**config.mk**
```make
export PLATFORM = sky130hd
export DESIGN_NAME = mem_access_controller
export DESIGN_NICKNAME = d
export VERILOG_FILES = /design/src/rtl/mem_access_controller.sv
export SDC_FILE = /design/constraint.sdc
export NUM_CORES = 1
export LEC_CHECK = 0
export CAP_MARGIN = 20
export CORE_UTILIZATION = 47
export CTS_CLUSTER_DIAMETER = 100
export DETAILED_ROUTE_END_ITERATION = 10
export PLACE_DENSITY_LB_ADDON = 0.3
export REMOVE_ABC_BUFFERS = 1
export SLEW_MARGIN = 15
export SYNTH_ARGS = -nofsm -noshare
export SYNTH_HDL_FRONTEND = slang
export SYNTH_SLANG_ARGS = --single-unit
```
**constraint.sdc**
```tcl
create_clock -name clk -period 3 [get_ports clk]
set_input_delay 0.3 -clock clk [delete_from_list [all_inputs] [get_ports clk]]
set_output_delay 0.3 -clock clk [all_outputs]
set_load 0.05 [all_outputs]
```
**src/rtl/mem_access_controller.sv**
```systemverilog
// Memory-stage controller: runs each 32-bit load/store as two 16-bit SRAM
// phases (low half-word, then high half-word) with WAIT_CYCLES cycles per
// phase, and holds ready low so the pipeline freezes until the access ends.
// Optional build macro: MEM_POSTED_WRITE_EN. When defined, writes complete in
// the background without freezing the pipeline; reads still stall.
module mem_access_controller #(
    parameter int ADDR_W      = 18,
    parameter int WAIT_CYCLES = 5,
    parameter int BASE_ADDR   = 1024
) (
    input  logic              clk,
    input  logic              rst,
    input  logic              MEM_R_EN,
    input  logic              MEM_W_EN,
    input  logic [31:0]       ALU_result,
    input  logic [31:0]       ST_val,
    output logic [31:0]       read_data,
    output logic              ready,
    output logic [ADDR_W-1:0] SRAM_ADDR,
    output logic [15:0]       SRAM_DQ_out,
    input  logic [15:0]       SRAM_DQ_in,
    output logic              SRAM_DQ_oe,
    output logic              SRAM_WE_N
);

    localparam logic [1:0] IDLE = 2'd0;
    localparam logic [1:0] LOW  = 2'd1;
    localparam logic [1:0] HIGH = 2'd2;
    localparam logic [1:0] DONE = 2'd3;

    localparam logic [3:0] LAST = 4'(WAIT_CYCLES - 1);

    logic [1:0]  state;
    logic [3:0]  cnt;
    logic [31:0] off;
    logic [31:0] data;
    logic        op_write;
    logic        req;
    logic        in_phase;

    // Only the half-word index bits of the offset reach the SRAM; the rest
    // (byte lane bits and anything above the SRAM size) wrap away silently.
    logic unused_off;
    assign unused_off = ^{off[31:ADDR_W+1], off[1:0]};

    assign req      = MEM_R_EN | MEM_W_EN;
    assign in_phase = (state == LOW) || (state == HIGH);

    // Sequencer: latch the operands on acceptance, then count out each phase.
    always_ff @(posedge clk) begin
        if (rst) begin
            state     <= IDLE;
            cnt       <= 4'd0;
            off       <= 32'd0;
            data      <= 32'd0;
            op_write  <= 1'b0;
            read_data <= 32'd0;
        end else begin
            case (state)
                IDLE: begin
                    if (req) begin
                        off      <= ALU_result - 32'(BASE_ADDR);
                        data     <= ST_val;
                        op_write <= MEM_W_EN;
                        cnt      <= 4'd0;
                        state    <= LOW;
                    end
                end
                LOW: begin
                    if (cnt == LAST) begin
                        if (!op_write) begin
                            read_data[15:0] <= SRAM_DQ_in;
                        end
                        cnt   <= 4'd0;
                        state <= HIGH;
                    end else begin
                        cnt <= cnt + 4'd1;
                    end
                end
                HIGH: begin
                    if (cnt == LAST) begin
                        if (!op_write) begin
                            read_data[31:16] <= SRAM_DQ_in;
                        end
                        cnt <= 4'd0;
`ifdef MEM_POSTED_WRITE_EN
                        state <= op_write ? IDLE : DONE;
`else
                        state <= DONE;
`endif
                    end else begin
                        cnt <= cnt + 4'd1;
                    end
                end
                default: begin
                    state <= IDLE;
                end
            endcase
        end
    end

    // SRAM bus: address/data follow the phase; write strobe drops on the last
    // cycle of each phase so address and data are held past the strobe edge.
    always_comb begin
        SRAM_ADDR   = '0;
        SRAM_DQ_out = 16'd0;
        SRAM_DQ_oe  = 1'b0;
        SRAM_WE_N   = 1'b1;
        if (in_phase) begin
            SRAM_ADDR   = {off[ADDR_W:2], (state == HIGH)};
            SRAM_DQ_out = (state == HIGH) ? data[31:16] : data[15:0];
            if (op_write) begin
                SRAM_DQ_oe = 1'b1;
                SRAM_WE_N  = (cnt == LAST);
            end
        end
    end

    // Stall control: the pipeline is frozen whenever ready is low.
    always_comb begin
`ifdef MEM_POSTED_WRITE_EN
        ready = ((state == IDLE) && (!req || MEM_W_EN))
              || (state == DONE)
              || (in_phase && op_write && !req);
`else
        ready = ((state == IDLE) && !req) || (state == DONE);
`endif
    end

endmodule

```
==> flow_summary_export.csv, run 1 <==
group,metric,value,unit
place,gp_congestion,0.732,
routing,vias_per_cell,4.99,
cts,ctsHoldBuffers,0,
floorplan,core,8180,sq um
worst_hold_path,hold_path_class,"flop to flop",
yosys,synth_compound_area_frac,0.0940,
sta,min_period,2.66,ns
yosys,synth_edf_count,0,
cts,clock_tree.root_cell,"clkbuf_8",
layout,nets,675,
worst_setup_path,criticalPathCategory,"flop to primary output",
global_route,grtUsageTotal,0.213,
yosys,synthTopCellsByArea,"dfxtp_1 (44%), mux2i_1 (12%), nand2b_1 (8.0%), nand2_1 (8.0%), a21oi_1 (5.4%)",
routing,remaining_drc_errors,0,
routing,antenna_left,0,
routing,drtIter0Drc,90,
cts,cts_setup_buffers,0,
cts,clk_pin_slew,0.08,ns
sta,relSlewSlack,0.322,
place,post-dp-hpwl,6310,microns
layout,finish.utilization,0.682,
layout,fillers,663,
worst_setup_path,critPathMaxFanout,18,
yosys,yosysSeqAreaShare,0.444,
yosys,post-synth-top-area-cell,"dfxtp_1",
sta,maxClockFrequency,0.376,GHz
floorplan,fp-row-count,33,
cts,post_cts_resized,0,
yosys,muxShareOfSynthArea,0.127,
yosys,synth_simple_gate_area_frac,0.271,
layout,area_delta_synth_final,40.5,%
routing,drt_wl_total,9040,microns
yosys,ys_ff_latch,88,
worst_setup_path,required,2.70,ns
yosys,synth_xor_xnor_area_share,0.00442,
cts,htreeDepth,3,
yosys,synthesis.area,3970,sq um
worst_setup_path,critPathMostFrequentCell,"buf_4",
worst_setup_path,crit_chain,"inv_1, ha_1, buf_4, mux2i_1, nor2b_1, buf_4",
worst_setup_path,crit_slowest_cell,"ha_1",
worst_setup_path,crit_path_start_kind,"flop",
worst_setup_path,worst-path-buf-inv,3,
yosys,syn_area_per_cell,8.68,sq um
sta,final_max_slew_viol_count,0,
yosys,synthAdderAreaFrac,0.0221,
global_route,grt_pass1_vias,3257,
global_route,antenna_found_initial,0,
outcome,status,"complete, no violations",
layout,fin_cells,694,
place,placedCellCount,678,
floorplan,fp.dieH,93.9,microns
layout,drive_gt1_frac,0.114,
power_and_ir_drop,ir_drop,0.446,mV
sta,setup_tns,0,ns
floorplan,io_pins,153,
cts,clock_sinks,88,
place,portBuffers,137,
power_and_ir_drop,leakagePower,2.20,nW
worst_hold_path,hold_start,"off[5]$_SDFFE_PP0P_",
worst_setup_path,r2r_start,"state[0]$_SDFFE_PP0P_",
worst_setup_path,cp.arrival,2.36,ns
routing,dr.pass1.iters,4,
sta,whs,0.455,ns
cts,clockBufferDepth,2,
sta,fin_crit_sh,0.887,
worst_setup_path,critPathMaxStageDelay,0.84,ns
global_route,gr-total-overflow,0,
routing,via_count,3464,
yosys,synth_cell_types,38,
global_route,grt_pass1_wl,15100,microns
yosys,syn_inst,457,
cts,cts_buffers,9,
worst_setup_path,cp-end-kind,"primary output",
power_and_ir_drop,power,4.09,mW
worst_setup_path,startpoint,"state[0]$_SDFFE_PP0P_",
sta,setup_viol,0,
yosys,synth_top_family_by_area,"simple AND/OR/NAND/NOR gates",
routing,wire_per_inst,13.0,microns
yosys,synth-main-ff-cell,"dfxtp_1",
floorplan,die_w,93.9,microns
sta,hold_viol_final,0,
floorplan,initial_core_util,0.485,
power_and_ir_drop,power_density,734,nW/um^2
floorplan,die_area,8810,sq um
yosys,synth_top_area_share,0.444,
cts,cts_tree,"done",
yosys,synthArstFlopShare,0,
worst_setup_path,path_delay_family,"adder cells",
cts,clock_latency,0.35,ns
sta,rsz0062_at_grt,"false",
sta,worst_slew_pin_slew,1.02,ns
global_route,grt_max_degree,49,
layout,diodes,0,
sta,skew,0.00808,ns
flow_run,cap_violations,0,
yosys,synth_warnings,0,
[logic make-up after synthesis]
kind of cell / Yosys count
XOR/XNOR: 2
AO/OA/AOI/OAI: 65
flip-flops: 88
multiplexers: 50
buffers and inverters: 38
adder cells (fa/ha/maj): 7
AND/OR/NAND/NOR: 207
[synthesized netlist by cell type, types with 6 or more instances]
master    instances
and2_1           20
inv_1             8
mux2i_1          49
nand2b_1         51
dfxtp_1          88
nor2b_1          18
a21oi_1          43
ha_1              7
clkbuf_1         19
nor2_1           11
nand2_1          85
buf_1             6
[where the power goes]
part / internal (mW) / total, mW / leakage (nW) / switching [mW]
logic: 0.665 / 1.79 / 1.37 / 1.13
clock network: 0.470 / 0.877 / 0.104 / 0.406
registers: 1.34 / 1.42 / 0.720 / 0.0836
[layout by cell type (no fill, tap or decap), types with 3 or more instances in the layout]
cell / instances
clkdlybuf4s50_1: 100
and2_1: 20
nor2_1: 11
clkbuf_8: 9
a21oi_1: 43
o21ai_0: 5
nor2b_1: 18
dfxtp_1: 88
or3_1: 5
nand2b_1: 51
ha_1: 7
mux2i_1: 49
a311oi_1: 5
a211oi_1: 5
nand2_1: 85
inv_1: 8
o31ai_1: 3
buf_4: 43
[sequential cells by signal, indices dropped and copies added, names as in the netlist]
register   cells
off           17
cnt            4
data          32
state          2
op_write       1
read_data     32
[worst min-delay path, stage by stage (launching register included)]
cell     delay (ns)
dfxtp_1        0.31
nand2_1        0.05
a21oi_1        0.05
[cell type report]
class                      count  area (sq um)  area share
clock buffer                  11           131      0.0236
clock inverter                 5          81.3      0.0146
sequential                    88          1760       0.316
tap                          105           131      0.0236
inverter                       8          30.0     0.00539
multi-input combinational    331          2070       0.371
timing repair buffer         146          1370       0.246
[routing by layer]
layer | part of all wire | track usage
met5 | 0 | 0
met4 | 0.011 | 0.0667
met3 | 0.078 | 0.0591
met2 | 0.46 | 0.358
met1 | 0.45 | 0.265
[worst paths after layout]
check,to,cells after the start,slack [ns]
min reg2reg,off[5]$_SDFFE_PP0P_,2,0.46
max reg2reg,read_data[17]$_SDFFE_PP0P_,4,0.79
min,off[5]$_SDFFE_PP0P_,2,0.46
max,SRAM_DQ_out[8],6,0.34
[metrics by stage]
step,cell area (sq um),setup WS [ns]
floorplan,3850,0.372
global placement,5360,0.725
detailed placement,5360,0.700
CTS,5570,0.316
global route,5570,0.157
finish,5570,0.339
No activity file was read; power rests on OpenSTA's default activity.
==> inputs of run 2 (changes only) <==
CAP_MARGIN = unset   (was 20)
==> results of run 2 <==
Same layout as run 1: the final DEF is identical, and so are final timing and power.
